--- config.mk ---
export PLATFORM = sky130hd
export DESIGN_NAME = step_pulse_decoder
export DESIGN_NICKNAME = d
export VERILOG_FILES = /design/src/rtl/step_decoder_pkg.sv /design/src/rtl/step_sync_edge.sv /design/src/rtl/step_pulse_decoder.sv
export SDC_FILE = /design/constraint.sdc
export NUM_CORES = 1
export LEC_CHECK = 0
export CAP_MARGIN = 20
export CORE_MARGIN = 2
export CORE_UTILIZATION = 45
export DETAILED_ROUTE_END_ITERATION = 10
export PLACE_DENSITY = 0.76
export SLEW_MARGIN = 20
export SYNTH_ARGS = -nofsm -noshare
export SYNTH_HDL_FRONTEND = slang
export SYNTH_SLANG_ARGS = --single-unit
--- constraint.sdc ---
create_clock -name clk -period 7 [get_ports clk]
set_input_delay 1.4 -clock clk [delete_from_list [all_inputs] [get_ports clk]]
set_output_delay 1.4 -clock clk [all_outputs]
set_load 0.01 [all_outputs]
--- src/rtl/step_decoder_pkg.sv ---
// Shared types and constants for the step/dir pulse decoder.
`timescale 1ns/1ps
package step_decoder_pkg;

    // Default width of position, step count and period counters.
    localparam int DEFAULT_CNT_W = 32;

    // All-ones pattern; counters slice it to their width to find saturation.
    localparam logic [63:0] SAT_ONES = '1;

    // Move-measurement FSM states.
    typedef enum logic [1:0] {
        ST_IDLE       = 2'd0,
        ST_WAIT_FIRST = 2'd1,
        ST_MEASURE    = 2'd2,
        ST_DONE       = 2'd3
    } state_t;

endpackage

--- src/rtl/step_sync_edge.sv ---
// Synchronizes asynchronous STEP/DIR into the clk domain and flags STEP rising edges.
// DIR travels through an identical chain, so o_dir_s is aligned with o_edge.
`timescale 1ns/1ps
module step_sync_edge #(
    parameter int SYNC_STAGES = 2
) (
    input  logic clk,
    input  logic reset,
    input  logic i_step,
    input  logic i_dir,
    output logic o_edge,
    output logic o_dir_s
);

    logic [SYNC_STAGES-1:0] r_step_sync;
    logic [SYNC_STAGES-1:0] r_dir_sync;
    logic                   r_step_prev;

    // Shift both inputs through matching synchronizer chains; remember last synced STEP.
    always_ff @(posedge clk) begin
        if (!reset) begin
            r_step_sync <= '0;
            r_dir_sync  <= '0;
            r_step_prev <= 1'b0;
        end else begin
            r_step_sync <= {r_step_sync[SYNC_STAGES-2:0], i_step};
            r_dir_sync  <= {r_dir_sync[SYNC_STAGES-2:0], i_dir};
            r_step_prev <= r_step_sync[SYNC_STAGES-1];
        end
    end

    assign o_edge  = r_step_sync[SYNC_STAGES-1] & ~r_step_prev;
    assign o_dir_s = r_dir_sync[SYNC_STAGES-1];

endmodule

--- src/rtl/step_pulse_decoder.sv ---
// Step/dir receiver: tracks signed position, measures one commanded move
// (step count, inter-step period, overspeed and stall detection).
//
// Output strobes: period_valid and done are one-cycle strobes with no
// backpressure; a consumer must sample them on the cycle they are high.
// state_dbg mirrors the FSM state register for observation.
`timescale 1ns/1ps
module step_pulse_decoder
    import step_decoder_pkg::*;
#(
    parameter int CNT_W       = DEFAULT_CNT_W,
    parameter int SYNC_STAGES = 2,
    parameter int TIMEOUT     = 1000000
) (
    input  logic             clk,
    input  logic             reset,
    input  logic             step_in,
    input  logic             dir_in,
    input  logic             clear,
    input  logic             start,
    input  logic [CNT_W-1:0] steps_target,
    input  logic [CNT_W-1:0] min_period,
    output logic [CNT_W-1:0] position,
    output logic [CNT_W-1:0] step_count,
    output logic [CNT_W-1:0] period,
    output logic             period_valid,
    output logic             busy,
    output logic             done,
    output logic             overspeed,
    output logic             timeout,
    output logic [1:0]       state_dbg
);

    localparam logic [CNT_W-1:0] W_SAT     = SAT_ONES[CNT_W-1:0];
    localparam logic [CNT_W-1:0] W_TIMEOUT = CNT_W'(TIMEOUT);
    localparam logic [CNT_W-1:0] W_ONE     = CNT_W'(1);

    state_t           r_state;
    state_t           w_state_next;
    logic [CNT_W-1:0] r_position;
    logic [CNT_W-1:0] r_step_count;
    logic [CNT_W-1:0] r_period;
    logic             r_period_valid;
    logic             r_overspeed;
    logic             r_timeout;
    logic [CNT_W-1:0] r_interval;
    logic [CNT_W-1:0] r_target;
    logic [CNT_W-1:0] r_min_period;

    logic             w_edge;
    logic             w_dir_s;
    logic             w_busy;
    logic             w_arm;
    logic             w_first;
    logic             w_step;
    logic             w_stall;
    logic [CNT_W-1:0] w_count_inc;

    step_sync_edge #(
        .SYNC_STAGES(SYNC_STAGES)
    ) u_sync (
        .clk    (clk),
        .reset  (reset),
        .i_step (step_in),
        .i_dir  (dir_in),
        .o_edge (w_edge),
        .o_dir_s(w_dir_s)
    );

    assign w_busy      = (r_state == ST_WAIT_FIRST) || (r_state == ST_MEASURE);
    assign w_count_inc = r_step_count + W_ONE;

    // FSM state register.
    always_ff @(posedge clk) begin
        if (!reset) begin
            r_state <= ST_IDLE;
        end else begin
            r_state <= w_state_next;
        end
    end

    // Next-state logic plus the datapath control strobes for this cycle.
    // An edge wins over a stall that matures in the same cycle.
    always_comb begin
        w_state_next = r_state;
        w_arm        = 1'b0;
        w_first      = 1'b0;
        w_step       = 1'b0;
        w_stall      = 1'b0;
        case (r_state)
            ST_IDLE: begin
                if (start) begin
                    w_arm        = 1'b1;
                    w_state_next = (steps_target == '0) ? ST_DONE : ST_WAIT_FIRST;
                end
            end
            ST_WAIT_FIRST: begin
                if (w_edge) begin
                    w_first      = 1'b1;
                    w_state_next = (r_target == W_ONE) ? ST_DONE : ST_MEASURE;
                end else if (r_interval >= W_TIMEOUT) begin
                    w_stall      = 1'b1;
                    w_state_next = ST_DONE;
                end
            end
            ST_MEASURE: begin
                if (w_edge) begin
                    w_step = 1'b1;
                    if (w_count_inc == r_target) begin
                        w_state_next = ST_DONE;
                    end
                end else if (r_interval >= W_TIMEOUT) begin
                    w_stall      = 1'b1;
                    w_state_next = ST_DONE;
                end
            end
            ST_DONE: begin
                w_state_next = ST_IDLE;
            end
            default: begin
                w_state_next = ST_IDLE;
            end
        endcase
    end

    // Running position: follows every edge in any state; clear takes priority.
    always_ff @(posedge clk) begin
        if (!reset) begin
            r_position <= '0;
        end else if (clear) begin
            r_position <= '0;
        end else if (w_edge) begin
            r_position <= w_dir_s ? (r_position + W_ONE) : (r_position - W_ONE);
        end
    end

    // Interval counter: zeroed on arm, reloaded to 1 by an edge, saturating count while busy.
    always_ff @(posedge clk) begin
        if (!reset) begin
            r_interval <= '0;
        end else if (w_arm) begin
            r_interval <= '0;
        end else if (w_edge) begin
            r_interval <= W_ONE;
        end else if (w_busy && (r_interval != W_SAT)) begin
            r_interval <= r_interval + W_ONE;
        end
    end

    // Move measurement: latch parameters on arm, count steps, report period, set sticky flags.
    always_ff @(posedge clk) begin
        if (!reset) begin
            r_target       <= '0;
            r_min_period   <= '0;
            r_step_count   <= '0;
            r_period       <= '0;
            r_period_valid <= 1'b0;
            r_overspeed    <= 1'b0;
            r_timeout      <= 1'b0;
        end else begin
            r_period_valid <= 1'b0;
            if (w_arm) begin
                r_target     <= steps_target;
                r_min_period <= min_period;
                r_step_count <= '0;
                r_overspeed  <= 1'b0;
                r_timeout    <= 1'b0;
            end
            if (w_first) begin
                r_step_count <= W_ONE;
            end
            if (w_step) begin
                r_step_count   <= w_count_inc;
                r_period       <= r_interval;
                r_period_valid <= 1'b1;
                if ((r_min_period != '0) && (r_interval < r_min_period)) begin
                    r_overspeed <= 1'b1;
                end
            end
            if (w_stall) begin
                r_timeout <= 1'b1;
            end
        end
    end

    assign position     = r_position;
    assign step_count   = r_step_count;
    assign period       = r_period;
    assign period_valid = r_period_valid;
    assign busy         = w_busy;
    assign done         = (r_state == ST_DONE);
    assign overspeed    = r_overspeed;
    assign timeout      = r_timeout;
    assign state_dbg    = r_state;

endmodule

==> impl_metrics.tcl, run 1 <==
set metrics [dict create \
    drc 0 \
    initial_core_util_pct 45.9 \
    ant_nets 0 \
    ys_ff_latch 202 \
    max_slew_margin_pct 41.3 \
    avgSynthCellArea_um2 7.75 \
    synth_area_leaders "dfxtp_1 (36%), nand2_1 (10%), ha_1 (7.7%), a21oi_1 (7.4%), xnor2_1 (4.5%)" \
    top_level_ports 173 \
    cts_hold_buffers 0 \
    cts_max_path_buffers 3 \
    yosysWarnings 0 \
    placed_cell_area_um2 13100 \
    drtIter0Drc 612 \
    die_area_um2 26100 \
    die_height_um 162 \
    wl_per_cell_um 16.4 \
    rsz0062_at_grt "no" \
    tns_ns 0 \
    final_core_util_pct 56.9 \
    hpwl_um 22400 \
    syn_inst 1442 \
    min_path_type "reg2reg" \
    ys_seq_area_share_pct 36.2 \
    maxCapViolCount 0 \
    clock.fmax_mhz 261 \
    crit_family "compound AO/OA/AOI/OAI gates" \
    drtPass1Iterations 5 \
    p_comb_share_pct 15.4 \
    coreArea_um2 24300 \
    stdcell_area_um2 13800 \
    cts-buffers-inserted 23 \
    async_reset_ff_share_pct 0 \
    antenna_found_initial 0 \
    clkPwrFrac_pct 41.3 \
    grt_pass1_wl_um 50200 \
    clkLatencyLatePin_ns 0.52 \
    htreeDepth 1 \
    critPathMaxStageDelay_ns 0.62 \
    final.setup_skew_ns 0.0220 \
    crit_buf_inv 2 \
    period_share_pct 54.6 \
    num-nets-final 1720 \
    netSwitchingFraction_pct 26.8 \
    vias 10700 \
    netlist_area_um2 11200 \
    outcome "completed" \
    clock_sinks 202 \
    fin_crit_ns 3.83 \
    crit_top_cell "a211oi_1" \
    crit_required_ns 7.38 \
    synth_area_leader_cell "dfxtp_1" \
    cts-resized-gates 0 \
    timing_hold_violations_final 0 \
    switchingPower_w 0.000762 \
    cellLeakagePower_nw 5.20 \
    finalSetupViolations 0 \
    synth.top_cell.area_share_pct 36.2 \
    area_delta_synth_final_pct 23.9 \
    synth_cell_types 69 \
    worst_slew_pin_slew_ns 0.871 \
    cp_slowest_cell "or4b_2" \
    yosys_most_used_dff "dfxtp_1" \
    intPower_w 0.00208 \
    core.rowCount 57 \
    crit_path_end_kind "register" \
    routed_wl_um 31400 \
    irDropWorstVdd_v 0.000117 \
    cts_tree "yes" \
    gp_congestion 0.918 \
    cts_setup_buffers 0 \
    synth-edff-count 0 \
    cts_root_buffer "clkbuf_16" \
    grt_pass1_vias 10000 \
    viasPerCell 5.55 \
    arrival_ns 4.21 \
    grt_max_degree 85 \
    power_density_nw_per_um2 205 \
    syn_nets 1582 \
    synth_most_common_cell "nand2_1" \
    drv_slew 0 \
    antenna_cells 0 \
    die_w_um 162 \
    io_buffer_count 172 \
    synthTopCellsByCount "nand2_1 (301), dfxtp_1 (202), a21oi_1 (165)" \
    grtUsageTotal_pct 23.3 \
    path_max_fanout 31 \
    gr-total-overflow 0 \
    criticalPathCategory "reg2reg" \
    clkSlewWorstSetupHoldPaths_ns 0.06 \
    crit_chain "inv_1, buf_4, ha_1, a211oi_1, nor3b_1, a221oi_1, a211oi_1, o21bai_1, or4b_2, a211o_1, nand2_1, xnor2_1, nor2_1" \
    start_kind "register" \
    pwr-share-seq_pct 43.3 \
    drive_gt1_share_pct 4.02 \
]
[logic make-up after synthesis]
family | Yosys count | synth area share (%)
compound gates | 345 | 18.7
xor+xnor | 98 | 7.68
fa+ha+maj | 70 | 7.91
buf+inv | 125 | 4.27
flops | 202 | 36.2
mux | 5 | 0.448
simple gates | 597 | 24.8
[cell usage in the layout, fill, tap and decap left out, types with 5 or more instances in the layout]
cell type        count
clkbuf_16           23
and3_1              14
nand2_1            300
or3_1                9
o21bai_1            11
a21oi_1            165
nor3b_1              5
dfxtp_1            202
o21ai_0             62
o41ai_1              5
a21o_1              26
clkbuf_1             8
nand3_1             42
ha_1                69
and2_1              15
a22o_1              11
buf_4               10
nand4_1             25
nand2b_1             9
mux2i_1              5
a211oi_1             7
nor2_1              86
o31ai_1             12
inv_1               54
and4_1               8
nor2b_1              8
nor3_1              17
clkdlybuf4s50_1    172
a31oi_1              8
xor2_1              41
nor4_1              32
xnor2_1             57
[per-stage QoR]
stage               total power [W]  cells  setup WS [ns]  hold slack [ns]
global route                0.00297   1918           2.89            0.454
detailed placement          0.00169   1879           2.90            0.430
CTS                         0.00286   1918           3.22            0.444
global placement            0.00168   1879           2.97            0.419
floorplan                   0.00154   1442           3.43            0.412
finish                      0.00284   1918           3.17            0.435
[per-layer routing]
| layer | wire length (µm) | part of all wire [%] | up-vias | GRT usage, % |
|---|---|---|---|---|
| met5 | 0 | 0 | - | 0 |
| met4 | 827 | 2.6 | 0 | 6.78 |
| met3 | 1980 | 6.3 | 64 | 3.42 |
| met2 | 14900 | 47 | 342 | 39.7 |
| met1 | 13700 | 44 | 4937 | 30.5 |
| li1 | - | - | 5310 | - |
[flip-flops by register name (all words and copies together) (netlist names)]
| name | flops |
|---|---|
| step_count | 32 |
| position | 32 |
| period_valid | 1 |
| period | 32 |
| r_target | 32 |
| state_dbg | 2 |
| u_sync.r_step_prev | 1 |
| overspeed | 1 |
| r_interval | 32 |
| r_min_period | 32 |
| u_sync.r_step_sync | 2 |
| timeout | 1 |
| u_sync.r_dir_sync | 2 |
[worst register-to-register path, cell delays in order (launching register included)]
cell and delay, ns:
dfxtp_1 0.33, inv_1 0.05, buf_4 0.35, ha_1 0.35
a211oi_1 0.35, nor3b_1 0.12, a221oi_1 0.56, a211oi_1 0.24
o21bai_1 0.22, or4b_2 0.62, a211o_1 0.27, nand2_1 0.08
xnor2_1 0.11, nor2_1 0.05
[area by class of cell]
type                       instances  area [µm²]
multi-input combinational       1115        6670
sequential                       202        4040
tap                              324         405
clock buffer                      33         633
inverter                          56         211
fill                            2242       10500
timing repair buffer             182        1800
clock inverter                     6        83.8
[power groups by stage]
stage / sequential (W) / clock [W] / combinational (W)
after global routing: 0.00123 / 0.00125 / 0.000489
after global placement: 0.00125 / 0 / 0.000426
after CTS: 0.00123 / 0.00119 / 0.000436
final: 0.00123 / 0.00117 / 0.000438
after floorplan: 0.00124 / 0 / 0.000297
after detailed placement: 0.00125 / 0 / 0.000433
[path summary, 6_finish.rpt]
check                                   start                                to  slack [ns]  cells past startpoint
max           u_sync.r_dir_sync[1]$_SDFF_PN0_         position[31]$_SDFFE_PP0P_        3.17                     13
min          u_sync.r_step_sync[0]$_SDFF_PN0_  u_sync.r_step_sync[1]$_SDFF_PN0_        0.44                      1
max reg2reg   u_sync.r_dir_sync[1]$_SDFF_PN0_         position[31]$_SDFFE_PP0P_        3.17                     13
min reg2reg  u_sync.r_step_sync[0]$_SDFF_PN0_  u_sync.r_step_sync[1]$_SDFF_PN0_        0.44                      1
(Power assumes the default switching activity.)
==> run 2: changes to the inputs <==
--- a/config.mk
+++ b/config.mk
@@ -9,7 +9,7 @@
 export CORE_MARGIN = 2
 export CORE_UTILIZATION = 45
 export DETAILED_ROUTE_END_ITERATION = 10
-export PLACE_DENSITY = 0.76
+export PLACE_DENSITY = 0.78
 export SLEW_MARGIN = 20
 export SYNTH_ARGS = -nofsm -noshare
 export SYNTH_HDL_FRONTEND = slang
==> constraint.sdc (replaced) <==
create_clock -name clk -period 3.25 [get_ports clk]
set_input_delay 0.65 -clock clk [delete_from_list [all_inputs] [get_ports clk]]
set_output_delay 0.65 -clock clk [all_outputs]
set_load 0.01 [all_outputs]
==> run 2 against run 1 <==
  * Worst hold slack better by 0.0023 ns
  * Core utilization up 3.1 points
  * Sequential power up 120%
  * Combinational power up 130%
  * Wire length up 4.9%
  * Design area up 5.4%
  * Setup slack worse by 3.1 ns
  * Non-clock buffer count up 52
  * Power up 130%
  * Sequential share of layout area down 1.5 points
  * First-iteration DRC count up 29%
  * Clock power rose to 2.5 times the previous value
  * Critical path type unchanged
  * Critical endpoint unchanged
  * Largest power group is now the clock network
==> impl_metrics.tcl, run 2 (same netlist as run 1, synthesis figures left out) <==
set metrics [dict create \
    outcome "completed" \
    finalNonFillerCells 1974 \
    final_core_util_pct 60.0 \
    cellLeakagePower_nw 5.58 \
    viasPerCell 5.57 \
    rsz0062_at_grt "yes" \
    io_buffer_count 172 \
    path_max_fanout 13 \
    start_kind "register" \
    reg2reg_slack_ns 0.10 \
    final_cell_mix "nand2_1 (300), dfxtp_1 (199), clkdlybuf4s50_1 (172), a21oi_1 (164), nor2_1 (86)" \
    antenna_found_initial 0 \
    drive_gt1_share_pct 8.79 \
    drv_slew 0 \
    num-nets-final 1773 \
    grt_pass1_wl_um 51900 \
    initial_core_util_pct 45.9 \
    worst_slew_pin_slew_ns 0.933 \
    routed_wl_um 32900 \
    max_slew_margin_pct 37.6 \
    vias 11000 \
    drc 0 \
    grt_max_degree 69 \
    crit_path_end_kind "register" \
    timing_hold_violations_final 0 \
    pwr-share-seq_pct 40.0 \
    switchingPower_w 0.00174 \
    dp_slack_ns 0.0732 \
    area_delta_synth_final_pct 30.6 \
    final.setup_skew_ns 0.00875 \
    cts_max_path_buffers 3 \
    finalSetupViolations 0 \
    grtUsageTotal_pct 24.1 \
    dp.cells 1930 \
    cts_root_buffer "clkbuf_16" \
    min_path_type "reg2reg" \
    regArea_um2 4050 \
    layout_setup_ws_ns 0.105 \
    antenna_cells 0 \
    core.rowCount 57 \
    drtPass1Iterations 5 \
    netSwitchingFraction_pct 26.3 \
    clock.fmax_mhz 318 \
    irDropWorstVdd_v 0.000302 \
    htreeDepth 1 \
    maxCapViolCount 0 \
    arrival_ns 3.55 \
    die_height_um 162 \
    clkLatencyLatePin_ns 0.52 \
    drtIter0Drc 788 \
    multi_input_area_um2 6830 \
    die_w_um 162 \
    nFillCells 2165 \
    fin_crit_ns 3.15 \
    clkSlewWorstSetupHoldPaths_ns 0.06 \
    criticalPathCategory "reg2reg" \
    wl_per_cell_um 16.7 \
    grt_pass1_vias 10300 \
    gp_congestion 0.934 \
    clkPwrFrac_pct 44.7 \
    final_common_cell "nand2_1" \
    intPower_w 0.00488 \
    hpwl_um 23600 \
    top_level_ports 173 \
    gr-total-overflow 0 \
    clock_sinks 202 \
    period_share_pct 96.8 \
    coreArea_um2 24300 \
    cts-buffers-inserted 24 \
    ant_nets 0 \
    cts_tree "yes" \
    tns_ns 0 \
    cts_hold_buffers 0 \
    crit_required_ns 3.66 \
    p_comb_share_pct 15.3 \
    power_density_nw_per_um2 454 \
    die_area_um2 26100 \
]
run 2: cell count changes in the layout (fill, tap and decap cells not counted), moves of 3 or more:
cell       previous run  this run
clkbuf_1              8         3
bufinv_16             2         5
dfxtp_2               0         3
ha_4                  0         8
dfxtp_1             202       199
buf_4                10        60
ha_1                 69        61
clkbuf_8              2         5
run 2: final cells by class:
type	count	area share, %
multi-input combinational	1115	46.8
clock inverter	11	1.36
tap	324	2.78
sequential	202	27.8
timing repair buffer	234	15.2
clock buffer	32	4.67
inverter	56	1.48
run 2: worst paths after layout:
| check | start | to | cells after the start |
|---|---|---|---|
| min reg2reg | u_sync.r_step_sync[0]$_SDFF_PN0_ | u_sync.r_step_sync[1]$_SDFF_PN0_ | 1 |
| max | u_sync.r_dir_sync[1]$_SDFF_PN0_ | position[31]$_SDFFE_PP0P_ | 14 |
| min | u_sync.r_step_sync[0]$_SDFF_PN0_ | u_sync.r_step_sync[1]$_SDFF_PN0_ | 1 |
| max reg2reg | u_sync.r_dir_sync[1]$_SDFF_PN0_ | position[31]$_SDFFE_PP0P_ | 14 |
run 2: timing repair:
action	CTS	global route
gates resized for setup	0	10
buffers inserted	0	1
setup endpoints to repair	0	6
run 2: per-layer routing:
metal	up-vias	routed length, µm	global-route usage, %
met5	-	0	0
met4	0	940	7.51
met3	69	2220	4.34
met2	389	15200	40.6
met1	5123	14600	31.5
li1	5421	-	-
run 2: through the flow:
step           power, W  hold WS [ns]  cell area, µm²
3_5_place_dp    0.00369         0.422           13700
4_1_cts         0.00666         0.438           14500
6_report        0.00663         0.438           14600
5_1_grt         0.00689         0.452           14600
2_1_floorplan   0.00333         0.412           11300
3_3_place_gp    0.00367         0.424           13700
run 2: power groups by stage:
stage	logic, W	clock network [W]	registers, W
after global routing	0.00111	0.00312	0.00266
after floorplan	0.000652	0	0.00268
final	0.00101	0.00296	0.00265
after detailed placement	0.000983	0	0.00271
after global placement	0.000965	0	0.00270
after CTS	0.000991	0.00301	0.00265
run 2: critical path: stages, from the launching register on:
cell	delay, ns
dfxtp_2	0.36
clkinvlp_4	0.11
buf_12	0.17
ha_4	0.25
and4_1	0.24
and2_1	0.19
a221oi_4	0.32
a211oi_2	0.13
buf_4	0.15
o21bai_1	0.14
or4b_4	0.48
a211o_1	0.26
nand2_1	0.08
xnor2_1	0.11
nor2_1	0.05
==> run 3: changes to the inputs <==
--- a/config.mk
+++ b/config.mk
@@ -7,9 +7,9 @@
 export LEC_CHECK = 0
 export CAP_MARGIN = 20
 export CORE_MARGIN = 2
-export CORE_UTILIZATION = 45
+export CORE_UTILIZATION = 40
 export DETAILED_ROUTE_END_ITERATION = 10
-export PLACE_DENSITY = 0.78
+export PLACE_DENSITY = 0.69
 export SLEW_MARGIN = 20
 export SYNTH_ARGS = -nofsm -noshare
 export SYNTH_HDL_FRONTEND = slang
==> constraint.sdc (replaced) <==
create_clock -name clk -period 4.1 [get_ports clk]
set_input_delay 0.82 -clock clk [delete_from_list [all_inputs] [get_ports clk]]
set_output_delay 0.82 -clock clk [all_outputs]
set_load 0.01 [all_outputs]
==> run 3 against run 2 <==
  * Fmax is 17% lower
  * Clock-buffer cell count is 3 higher
  * Power is 22% lower
  * Combinational power is 24% lower
  * First-iteration DRC count is 0.76% lower
  * Sequential share of layout area is 0.87 points higher
  * Register-to-register slack better by 0.22 ns
  * Sequential power is 21% lower
  * Setup slack better by 0.22 ns
  * Final cell count is 0.61% higher
  * Wire length is 0.82% lower
==> impl_metrics.tcl, run 3 (same netlist as run 1, synthesis figures left out) <==
set metrics [dict create \
    outcome "completed" \
    final_common_cell "nand2_1" \
    final_cell_mix "nand2_1 (300), dfxtp_1 (202), clkdlybuf4s50_1 (172), a21oi_1 (165), nor2_1 (86)" \
    grt_pass1_wl_um 51800 \
    final.setup_skew_ns 0.0192 \
    period_share_pct 92.1 \
    reg2reg_slack_ns 0.32 \
    coreArea_um2 27600 \
    wl_met2_um 14900 \
    dp.cells 1944 \
    viasPerCell 5.38 \
    power_density_nw_per_um2 367 \
    cts_setup_buffers 0 \
    crit_path_end_kind "register" \
    crit_required_ns 4.51 \
    clock_sinks 202 \
    die_area_um2 29300 \
    initial_core_util_pct 40.4 \
    grt_max_degree 69 \
    cellLeakagePower_nw 5.33 \
    vias 10700 \
    wl_per_cell_um 16.5 \
    clock.fmax_mhz 265 \
    cts-buffers-inserted 24 \
    num-nets-final 1732 \
    tns_ns 0 \
    drive_gt1_share_pct 5.04 \
    cts-resized-gates 0 \
    crit_start "step_count[1]$_SDFFE_PN0P_" \
    min_delay_path_depth 1 \
    top_level_ports 173 \
    maxCapViolCount 0 \
    die_height_um 171 \
    drv_slew 0 \
    htreeDepth 1 \
    cts_root_buffer "clkbuf_16" \
    rr_worst_depth 10 \
    cts_tree "yes" \
    drc 0 \
    clkSlewWorstSetupHoldPaths_ns 0.06 \
    antenna_cells 0 \
    io_buffer_count 172 \
    antenna_found_initial 0 \
    clkLatencyLatePin_ns 0.53 \
    worst_slew_pin_slew_ns 0.784 \
    start_kind "register" \
    area_delta_synth_final_pct 26.5 \
    finalNonFillerCells 1986 \
    grt_pass1_vias 10200 \
    max_slew_margin_pct 47.1 \
    arrival_ns 4.18 \
    criticalPathCategory "reg2reg" \
    min-delay-start "u_sync.r_step_sync[0]$_SDFF_PN0_" \
    core.rowCount 61 \
    min_path_type "reg2reg" \
    reg2reg_from "step_count[1]$_SDFFE_PN0P_" \
    irDropWorstVdd_v 0.000271 \
    finalSetupViolations 0 \
    path_max_fanout 7 \
    nFillCells 2662 \
    hpwl_um 23400 \
    routed_wl_um 32700 \
    top_layer "met4" \
    cts_hold_buffers 0 \
    drtPass1Iterations 6 \
    grtUsageTotal_pct 21.7 \
    gr-total-overflow 0 \
    ant_nets 0 \
    drt-met1-wl_um 14600 \
    dr_wl_met3_um 1900 \
    drtIter0Drc 782 \
    rsz0062_at_grt "no" \
    timing_hold_violations_final 0 \
    die_w_um 171 \
    cts_max_path_buffers 3 \
    fin_crit_ns 3.78 \
    gp_congestion 0.897 \
]
run 3: cell count changes in the layout (fill, tap and decap cells not counted), moves of 3 or more:
cell      before  now
ha_4           8    0
buf_4         60   21
clkbuf_8       5    8
dfxtp_1      199  202
dfxtp_2        3    0
ha_1          61   69
run 3: path summary, 6_finish.rpt:
kind                                                    endpoint
worst max-delay path                   state_dbg[1]$_SDFFE_PN0P_
worst min-delay path            u_sync.r_step_sync[1]$_SDFF_PN0_
worst max register to register         state_dbg[1]$_SDFFE_PN0P_
worst min register to register  u_sync.r_step_sync[1]$_SDFF_PN0_
run 3: power breakdown:
| part | switching [W] | leakage, nW | internal [W] | total [W] |
|---|---|---|---|---|
| Combinational | 0.000430 | 3.26 | 0.000337 | 0.000766 |
| Clock | 0.000852 | 0.428 | 0.00147 | 0.00232 |
| Sequential | 0.0000696 | 1.64 | 0.00203 | 0.00210 |
| Total | 0.00135 | 5.33 | 0.00383 | 0.00519 |
run 3: worst max-delay path, cell delays in order (launching register included):
cell and delay [ns]:
dfxtp_1 0.38, ha_1 0.35, inv_2 0.08, or4_1 0.68
or4b_4 0.58, or2_4 0.27, o31ai_2 0.21, o211ai_1 0.13
nor4_1 0.36, a31oi_1 0.20, a2111oi_1 0.43
run 3: final cells by class:
cell class                 count  area (µm²)  share of cell area, %
sequential                   202        4040                   28.6
tap                          378         473                   3.35
inverter                      56         211                   1.50
timing repair buffer         193        1880                   13.3
clock buffer                  35         722                   5.11
clock inverter                 7         146                   1.04
multi-input combinational   1115        6660                   47.1
run 3: through the flow:
stage	worst slack [ns]	hold slack, ns	total power (W)	area, µm²	utilization [%]
final	0.323	0.430	0.00519	14100	51.1
after detailed placement	0.387	0.423	0.00290	13300	48.0
after global placement	0.525	0.418	0.00289	13300	48.0
after global routing	0.0137	0.451	0.00540	14100	51.1
after CTS	0.373	0.436	0.00524	14100	51.1
after floorplan	0.527	0.412	0.00263	11200	-
run 3: metal layers:
layer,up-vias,track usage [%]
met2,320,36.0
met4,0,8.77
met3,82,3.42
li1,5324,-
met1,4958,28.1
met5,-,0
